## src/rtl/lsu_pkg.sv

```systemverilog
// Shared encodings and helpers for the load/store unit.
package lsu_pkg;

  localparam logic [1:0] SZ_BYTE = 2'b00;
  localparam logic [1:0] SZ_HALF = 2'b01;
  localparam logic [1:0] SZ_WORD = 2'b10;
  localparam logic [1:0] SZ_RSVD = 2'b11;

  typedef enum logic [2:0] {
    IDLE,
    RD,
    EXT,
    WR,
    RSP
  } lsuState_t;

  // The data memory is word addressed, so the byte offset is dropped.
  function automatic logic [31:0] wordIndex(input logic [31:0] byteAddr);
    return {2'b00, byteAddr[31:2]};
  endfunction

endpackage

```

## src/rtl/lsu_lane_align.sv

```systemverilog
// Little-endian lane extraction/extension for loads and lane merge for sub-word stores.
module lsu_lane_align
  import lsu_pkg::*;
(
  input  logic [31:0] memWord,
  input  logic [1:0]  laneSel,
  input  logic [1:0]  size,
  input  logic        isUnsigned,
  input  logic [31:0] storeData,
  output logic [31:0] loadData,
  output logic [31:0] mergedData
);

  logic [7:0]  byteLane;
  logic [15:0] halfLane;

  always_comb begin
    byteLane   = memWord[{laneSel, 3'b000} +: 8];
    halfLane   = memWord[{laneSel[1], 4'b0000} +: 16];
    loadData   = memWord;
    mergedData = storeData;
    case (size)
      SZ_BYTE: begin
        loadData = {{24{~isUnsigned & byteLane[7]}}, byteLane};
        mergedData = memWord;
        mergedData[{laneSel, 3'b000} +: 8] = storeData[7:0];
      end
      SZ_HALF: begin
        loadData = {{16{~isUnsigned & halfLane[15]}}, halfLane};
        mergedData = memWord;
        mergedData[{laneSel[1], 4'b0000} +: 16] = storeData[15:0];
      end
      default: begin
        loadData   = memWord;
        mergedData = storeData;
      end
    endcase
  end

endmodule

```

## src/rtl/load_store_unit.sv

```systemverilog
// MEM-stage load/store unit: sequences a registered-read word memory and
// answers each request with exactly one resp_valid pulse.
module load_store_unit
  import lsu_pkg::*;
#(
  parameter int MEM_WORDS = 301
) (
  input  logic        clk,
  input  logic        rst_n,
  input  logic        req_valid,
  output logic        req_ready,
  input  logic        req_write,
  input  logic [1:0]  req_size,
  input  logic        req_unsigned,
  input  logic [31:0] req_addr,
  input  logic [31:0] req_wdata,
  output logic        resp_valid,
  output logic [31:0] resp_rdata,
  output logic        resp_err,
  output logic [31:0] mem_address,
  output logic [31:0] mem_writeData,
  output logic        mem_MemWrite_signal,
  output logic        mem_MemRead_signal,
  input  logic [31:0] mem_readData
);

  localparam logic [29:0] MemWordsW = 30'(MEM_WORDS);

  lsuState_t   state, nextState;
  logic        accept, reqErr;
  logic        writeReg, unsignedReg;
  logic [1:0]  sizeReg;
  logic [31:0] addrReg, wdataReg;
  logic [31:0] loadData, mergedData;

  assign req_ready = (state == IDLE);
  assign accept    = req_valid && req_ready;

  assign reqErr = (req_size == SZ_RSVD)
               || (req_size == SZ_HALF && req_addr[0])
               || (req_size == SZ_WORD && req_addr[1:0] != 2'b00)
               || (req_addr[31:2] >= MemWordsW);

  // Enables decode straight from state so an async reset drops them at once.
  assign mem_address         = wordIndex(addrReg);
  assign mem_MemRead_signal  = (state == RD);
  assign mem_MemWrite_signal = (state == WR);
  assign mem_writeData       = (state == WR) ? mergedData : 32'd0;

  lsu_lane_align u_align (
    .memWord    (mem_readData),
    .laneSel    (addrReg[1:0]),
    .size       (sizeReg),
    .isUnsigned (unsignedReg),
    .storeData  (wdataReg),
    .loadData   (loadData),
    .mergedData (mergedData)
  );

  always_ff @(posedge clk or negedge rst_n) begin
    if (!rst_n) state <= IDLE;
    else        state <= nextState;
  end

  always_comb begin
    nextState = state;
    case (state)
      IDLE: begin
        if (accept) begin
          if (reqErr)                                nextState = RSP;
          else if (req_write && req_size == SZ_WORD) nextState = WR;
          else                                       nextState = RD;
        end
      end
      RD:      nextState = writeReg ? WR : EXT;
      EXT:     nextState = IDLE;
      WR:      nextState = RSP;
      RSP:     nextState = IDLE;
      default: nextState = IDLE;
    endcase
  end

  // Response is registered: loads pulse in the IDLE after EXT, others during RSP.
  always_ff @(posedge clk or negedge rst_n) begin
    if (!rst_n) begin
      writeReg    <= 1'b0;
      unsignedReg <= 1'b0;
      sizeReg     <= 2'b00;
      addrReg     <= 32'd0;
      wdataReg    <= 32'd0;
      resp_valid  <= 1'b0;
      resp_err    <= 1'b0;
      resp_rdata  <= 32'd0;
    end else begin
      resp_valid <= 1'b0;
      resp_err   <= 1'b0;
      resp_rdata <= 32'd0;
      if (accept) begin
        writeReg    <= req_write;
        unsignedReg <= req_unsigned;
        sizeReg     <= req_size;
        addrReg     <= req_addr;
        wdataReg    <= req_wdata;
        if (reqErr) begin
          resp_valid <= 1'b1;
          resp_err   <= 1'b1;
        end
      end
      if (state == EXT) begin
        resp_valid <= 1'b1;
        resp_rdata <= loadData;
      end
      if (state == WR) resp_valid <= 1'b1;
    end
  end

endmodule

```

## config.mk

```make
export PLATFORM = sky130hd
export DESIGN_NAME = load_store_unit
export DESIGN_NICKNAME = d
export VERILOG_FILES = /design/src/rtl/lsu_pkg.sv /design/src/rtl/lsu_lane_align.sv /design/src/rtl/load_store_unit.sv
export SDC_FILE = /design/constraint.sdc
export NUM_CORES = 1
export LEC_CHECK = 0
export BUFFER_PORTS_ARGS = -buffer_cell sky130_fd_sc_hd__buf_2
export CAP_MARGIN = 20
export CORE_UTILIZATION = 35
export CTS_BUF_LIST = sky130_fd_sc_hd__clkbuf_8
export DETAILED_ROUTE_END_ITERATION = 16
export HOLD_SLACK_MARGIN = 0.08
export SETUP_SLACK_MARGIN = 0.05
export SLEW_MARGIN = 40
export SYNTH_ARGS = -nofsm -noshare
export SYNTH_HDL_FRONTEND = slang
export SYNTH_SLANG_ARGS = --single-unit
```

## constraint.sdc

```tcl
create_clock -name clk -period 3 [get_ports clk]
set_input_delay 0.15 -clock clk [delete_from_list [all_inputs] [get_ports clk]]
set_output_delay 0.15 -clock clk [all_outputs]
set_load 0.005 [all_outputs]
```

# Word level (Yosys, flattened, before mapping)
# Index checks and enable logic that the tools add are counted.
# totals
ff_bits	105
in_bits	103
output_inout_bits	101
word_cells	54
# op_classes
n_addsub	2
order_cmp	1
eq_ne	8
shift	6
mux	15
bitwise	3
n_reduce_logical	10
# op_table
cell	count
case mux 32 bit (2 select lines)	2
bitwise mux 32 bit	2
two-way mux 32 bit	2
variable shift 16 x 7 -> 32 bit, first input constant	1
variable shift 8 x 7 -> 32 bit, first input constant	1
variable part select 16 x 7 -> 32 bit	1
variable part select 32 x 6 -> 16 bit	1
variable part select 32 x 6 -> 8 bit	1
variable part select 8 x 7 -> 32 bit	1
>= comparator 30 x 9 -> 1 bit, second input constant	1
negation 5 -> 7 bit	2
case mux 3 bit (3 select lines)	1
equality test 3 x 2 -> 1 bit, second input constant	2
two-way mux 3 bit	2
two-way mux 1 bit	5
equality test 2 x 1 -> 1 bit, second input constant	2
equality test 2 bit, second input constant	2
logical AND 1 bit	4
equality test 3 x 1 -> 1 bit, second input constant	1
logical NOT 3 bit	1
logical OR 1 bit	3
bitwise AND 1 bit	2
logical NOT 2 bit	1
two-way mux 2 bit	1
other kinds (3)	3

# Longest topological paths before layout
# depth
depth_word	9
mapped_depth	9
mapped_depth_nobuf	6

# Hierarchy
# Synthesis repeated with hierarchy kept, for this count alone.
# unflattened
hier_cells	742
area_unflattened_um2	6052.1
# modules_own_cells
mod	n_inst	cells_per_inst	area_each_um2	seq_area_each_um2
load_store_unit	1	460	4322.9	2627.5
lsu_lane_align	1	282	1729.2	0.0

# Least setup slack after synthesis
# No wires, ideal clock.
# synth_path
kind	reg-to-output
from	register addrReg[1]
to	output port mem_writeData[30]
t_arrival_ns	2.227
t_required_ns	2.850
setup_slack_ns	0.623
stages_incl_launch_ff	10
n_path_buf	3
cell_sequence	dfrtp_1 buf_6 inv_1 clkbuf_1 ha_1 nor4bb_1 clkbuf_1 a221oi_1 a211o_1 a21oi_1
# synth_via
elab_chain_len	5
elab_cells_between_ends	10
classes_between	2 x add/sub; 4 x shift; 4 x mux
# synth_rtl
element	line_no	source
start, declared	load_store_unit.sv:33	logic [31:0] addrReg, wdataReg;
start signal, assigned	load_store_unit.sv:102	addrReg <= req_addr;
negation 5 -> 7 bit, on equally long branches	lsu_lane_align.sv:31, lsu_lane_align.sv:26	
variable part select 16 x 7 -> 32 bit (tied with other cells)	lsu_lane_align.sv:31	mergedData[{laneSel[1], 4'b0000} +: 16] = storeData[15:0];
bitwise mux 32 bit, on equally long branches	lsu_lane_align.sv:31, lsu_lane_align.sv:26	
case mux 32 bit (2 select lines) (*)	lsu_lane_align.sv:22	case (size)
two-way mux 32 bit (*)	load_store_unit.sv:48	assign mem_writeData = (state == WR) ? mergedData : 32'd0;
end, declared	load_store_unit.sv:21	output logic [31:0] mem_writeData,
# Mark *: on every way between the ends. The rest lies on a longest branch, timed or not.

# Final worst setup path
# layout_path
from	register addrReg[1]
to	output port mem_writeData[16]
# The elaborated chain is that of the path after synthesis.

==> metrics.csv <==
stage,metric,value,unit
synth,synth.distinct_cells,40,
power_and_ir_drop,p_switching,1.164,mW
clocking,root_buffer,clkbuf_8,
power_and_ir_drop,internal_power,2.270,mW
die,num_rows,46,
synth,ys.warnings.count,0,
worst_setup_path,crit_path_end_kind,primary output,
synth,yosysTopAreaCellShare,45.77,%
timing,post-route-period-util,92.59,%
power_and_ir_drop,power_density,436.9,nW/um^2
drt,wirelength,19330,um
synth,synth_area,5741,um^2
worst_setup_path,crit_type,reg -> out,
clocking,cts_sinks,105,
worst_setup_path,startpoint_type,register,
worst_setup_path,cp_num_buf_inv,3,
die,design.core.area,15940,um^2
worst_setup_path,cp_common_cell,buf_4,
drt,drc,0,
power_and_ir_drop,irDropWorstVdd,240.0,uV
timing,slew-limit-headroom,52.12,%
timing,fin_crit,2.778,ns
worst_setup_path,worstPathCellList,buf_4 > ha_1 > nor4bb_1 > buf_4 > a221oi_1 > a211o_1 > a21oi_1 > buf_2,
synth,seq_area_frac_synth,45.77,%
synth,avgSynthCellArea,8.832,um^2
global_route,overflow,0,
final_layout,layout-drive-gt1-share,27.65,%
timing,fin_skew,0.009687,ns
die,die_height,130.1,um
drt,routed-wl-met2,8794,um
synth,syn-instance-count,650,
global_route,grtUsageTotal,23.36,%
clocking,cts_buffers,9,
timing,rsz0062_at_grt,no,
final_layout,area_growth,36.92,%
die,num_io_pins,204,
synth,synth_most_common_cell,nand2_1,
drt,drtPass1Iterations,7,
global_route,antenna_found_initial,0,
worst_setup_path,cp_slowest_cell,buf_4,
power_and_ir_drop,pwr-share-comb,27.1,%
drt,viasPerCell,5.107,
timing,finalHoldViolations,0,
worst_setup_path,cp_max_fo,30,
worst_hold_path,hold_path.class,in -> reg,
drt,wl_met1,8725,um
timing,worst_slew_pin_slew,0.7182,ns
drt,top_layer,met4,
global_route,grt_start_max_net_pins,74,
synth,synth_ff_type,dfrtp_1,
synth,async_reset_ff_share,100.0,%
clocking,clk_path_buf_depth,2,
timing,report.final.slew_viol_count,0,
worst_setup_path,cp.required,2.85,ns
final_layout,final_area,7860,um^2
outcome,status,finished clean,
placed_design,placed_area,6740,um^2
global_route,grt_pass1_vias,5357,
global_route,grt_pass1_wl,29650,um
placed_design,port_buffers,201,
timing,max_freq,360.0,MHz
worst_setup_path,crit_family,buffers and inverters,
timing,setup_viol,0,
power_and_ir_drop,p_leak,4.236,nW
synth,ys_top_cells_by_area,"dfrtp_1 46%, nand2_1 14%, a221oi_1 4.9%",
placed_design,gp_congestion,0.8520,
final_layout,diodes,0,
drt,wire_per_inst,17.25,um
drt,vias,5720,
drt,drt_iter0_drc,536,
final_layout,nets,1007,
power_and_ir_drop,switching_share,33.90,%
synth,synth_common_cells,"219 x nand2_1, 105 x dfrtp_1, 32 x a221oi_1, 32 x buf_4, 29 x clkbuf_1",
die,die_area,16920,um^2
clocking,path_clk_slew,0.10,ns
power_and_ir_drop,p_clk_share,24.6,%
worst_setup_path,cp.arrival,2.63,ns
timing,finalSetupTns,0,ns
clocking,cts_tree,built,
die,initial_core_util,36.01,%
placed_design,hpwl,13390,um
synth,yosysTopAreaCell,dfrtp_1,
synth,synth_edf_count,0,
clocking,cts_htree_levels,3,
worst_setup_path,slowest_delay,0.41,ns
die,die_x,130.1,um
synth,yosys_register_bits,105,
drt,ant_nets,0,
clocking,worstSkewPairLatency,0.39,ns
job,maxCapViolCount,0,
power_and_ir_drop,seq_power_share,48.2,%
drt,wl_met3,1582,um
-- cell families after synthesis --
| logic type | Yosys count | share of synthesized area [%] |
|---|---|---|
| AOI/OAI and AO/OA | 137 | 18.31 |
| buffers and inverters | 94 | 8.740 |
| DFF | 105 | 45.77 |
| muxes | 25 | 5.994 |
| adders and majority gates | 5 | 1.090 |
| other | 1 | 0.06533 |
| and+or+nand+nor | 283 | 20.03 |
-- area by class of cell --
type                            count  area (um^2)
Sequential cell                   105         2628
Clock buffer                        9        123.9
Fill cell                        1550         8083
Timing Repair Buffer              313         2097
Inverter                           18        67.56
Clock inverter                      7        52.55
Multi-Input combinational cell    452         2621
Tap cell                          216        270.3
-- path summary, 6_finish.rpt --
kind                                              start                  endpoint  slack [ns]  cells after the start
max in group asynchronous                         rst_n  wdataReg[10]$_DFFE_PN0P_        1.89                      3
worst min register to register  addrReg[25]$_DFFE_PN0P_   addrReg[25]$_DFFE_PN0P_        0.48                      2
worst max register to register   addrReg[1]$_DFFE_PN0P_  resp_rdata[13]$_DFF_PN0_        0.69                      5
min in group asynchronous                         rst_n  resp_rdata[16]$_DFF_PN0_        0.34                      2
worst min-delay path                   mem_readData[24]  resp_rdata[24]$_DFF_PN0_        0.10                      2
worst max-delay path             addrReg[1]$_DFFE_PN0P_         mem_writeData[16]        0.22                      8
-- power groups by stage --
stage	Combinational (mW)	Clock (mW)	Sequential, mW
floorplan	0.602	0	1.64
global placement	0.825	0	1.68
detailed placement	0.830	0	1.68
CTS	0.927	0.862	1.65
global route	1.03	0.929	1.67
finish	0.932	0.846	1.66
-- worst reg2reg max path, delay by kind of cell (launching register included) --
kind / cells / cell delay, ns
AO/OA/AOI/OAI: 3 / 0.95
multiplexers: 1 / 0.43
buffers and inverters: 1 / 0.41
flip-flops: 1 / 0.37
-- what timing repair did --
action,4_1_cts,5_1_grt
hold buffers,94,0
endpoints found under the hold margin,144,0
resized for setup,0,0
buffers inserted,0,0
-- cell usage in the layout, fill, tap and decap left out, types with 2 or more instances in the layout --
master	count
buf_4	18
conb_1	2
nor3_1	22
inv_1	18
nor2b_1	3
o22ai_1	15
a21oi_1	19
ha_1	5
inv_6	3
mux2i_1	16
a211o_1	16
o21ai_0	11
nand2b_1	3
dlygate4sd3_1	94
nor4bb_1	2
dfrtp_1	105
nand2_2	2
nand2_1	217
clkbuf_8	9
a221oi_1	32
a21o_1	18
mux4_2	7
a22o_1	9
clkinv_2	2
a211oi_1	2
nor4_1	5
nor2_1	23
buf_2	200
a222oi_1	8
o211ai_1	2
-- layer usage --
layer / vias to the layer above / GRT usage, %
li1: 2726 / -
met1: 2676 / 33.10
met2: 300 / 36.64
met3: 18 / 4.387
met4: 0 / 5.951
met5: - / 0
-- registers in the layout, indices dropped and copies added, names as in the netlist --
signal	cells
wdataReg	32
state	3
addrReg	32
sizeReg	2
resp_valid	1
resp_err	1
unsignedReg	1
resp_rdata	32
writeReg	1
-- metrics by stage --
step	worst slack [ns]	utilization, %	hold WS, ns	total power [mW]	cells
4_1_cts	0.2223	49.29	0.08025	3.441	1120
3_3_place_gp	0.6817	42.28	0.2622	2.503	1010
2_1_floorplan	0.6229	-	-0.1456	2.237	651
3_5_place_dp	0.6650	42.28	0.2567	2.508	1010
6_report	0.2222	49.30	0.1028	3.434	1120
5_1_grt	0.05449	49.30	0.08725	3.627	1120
(Power assumes the default switching activity.)
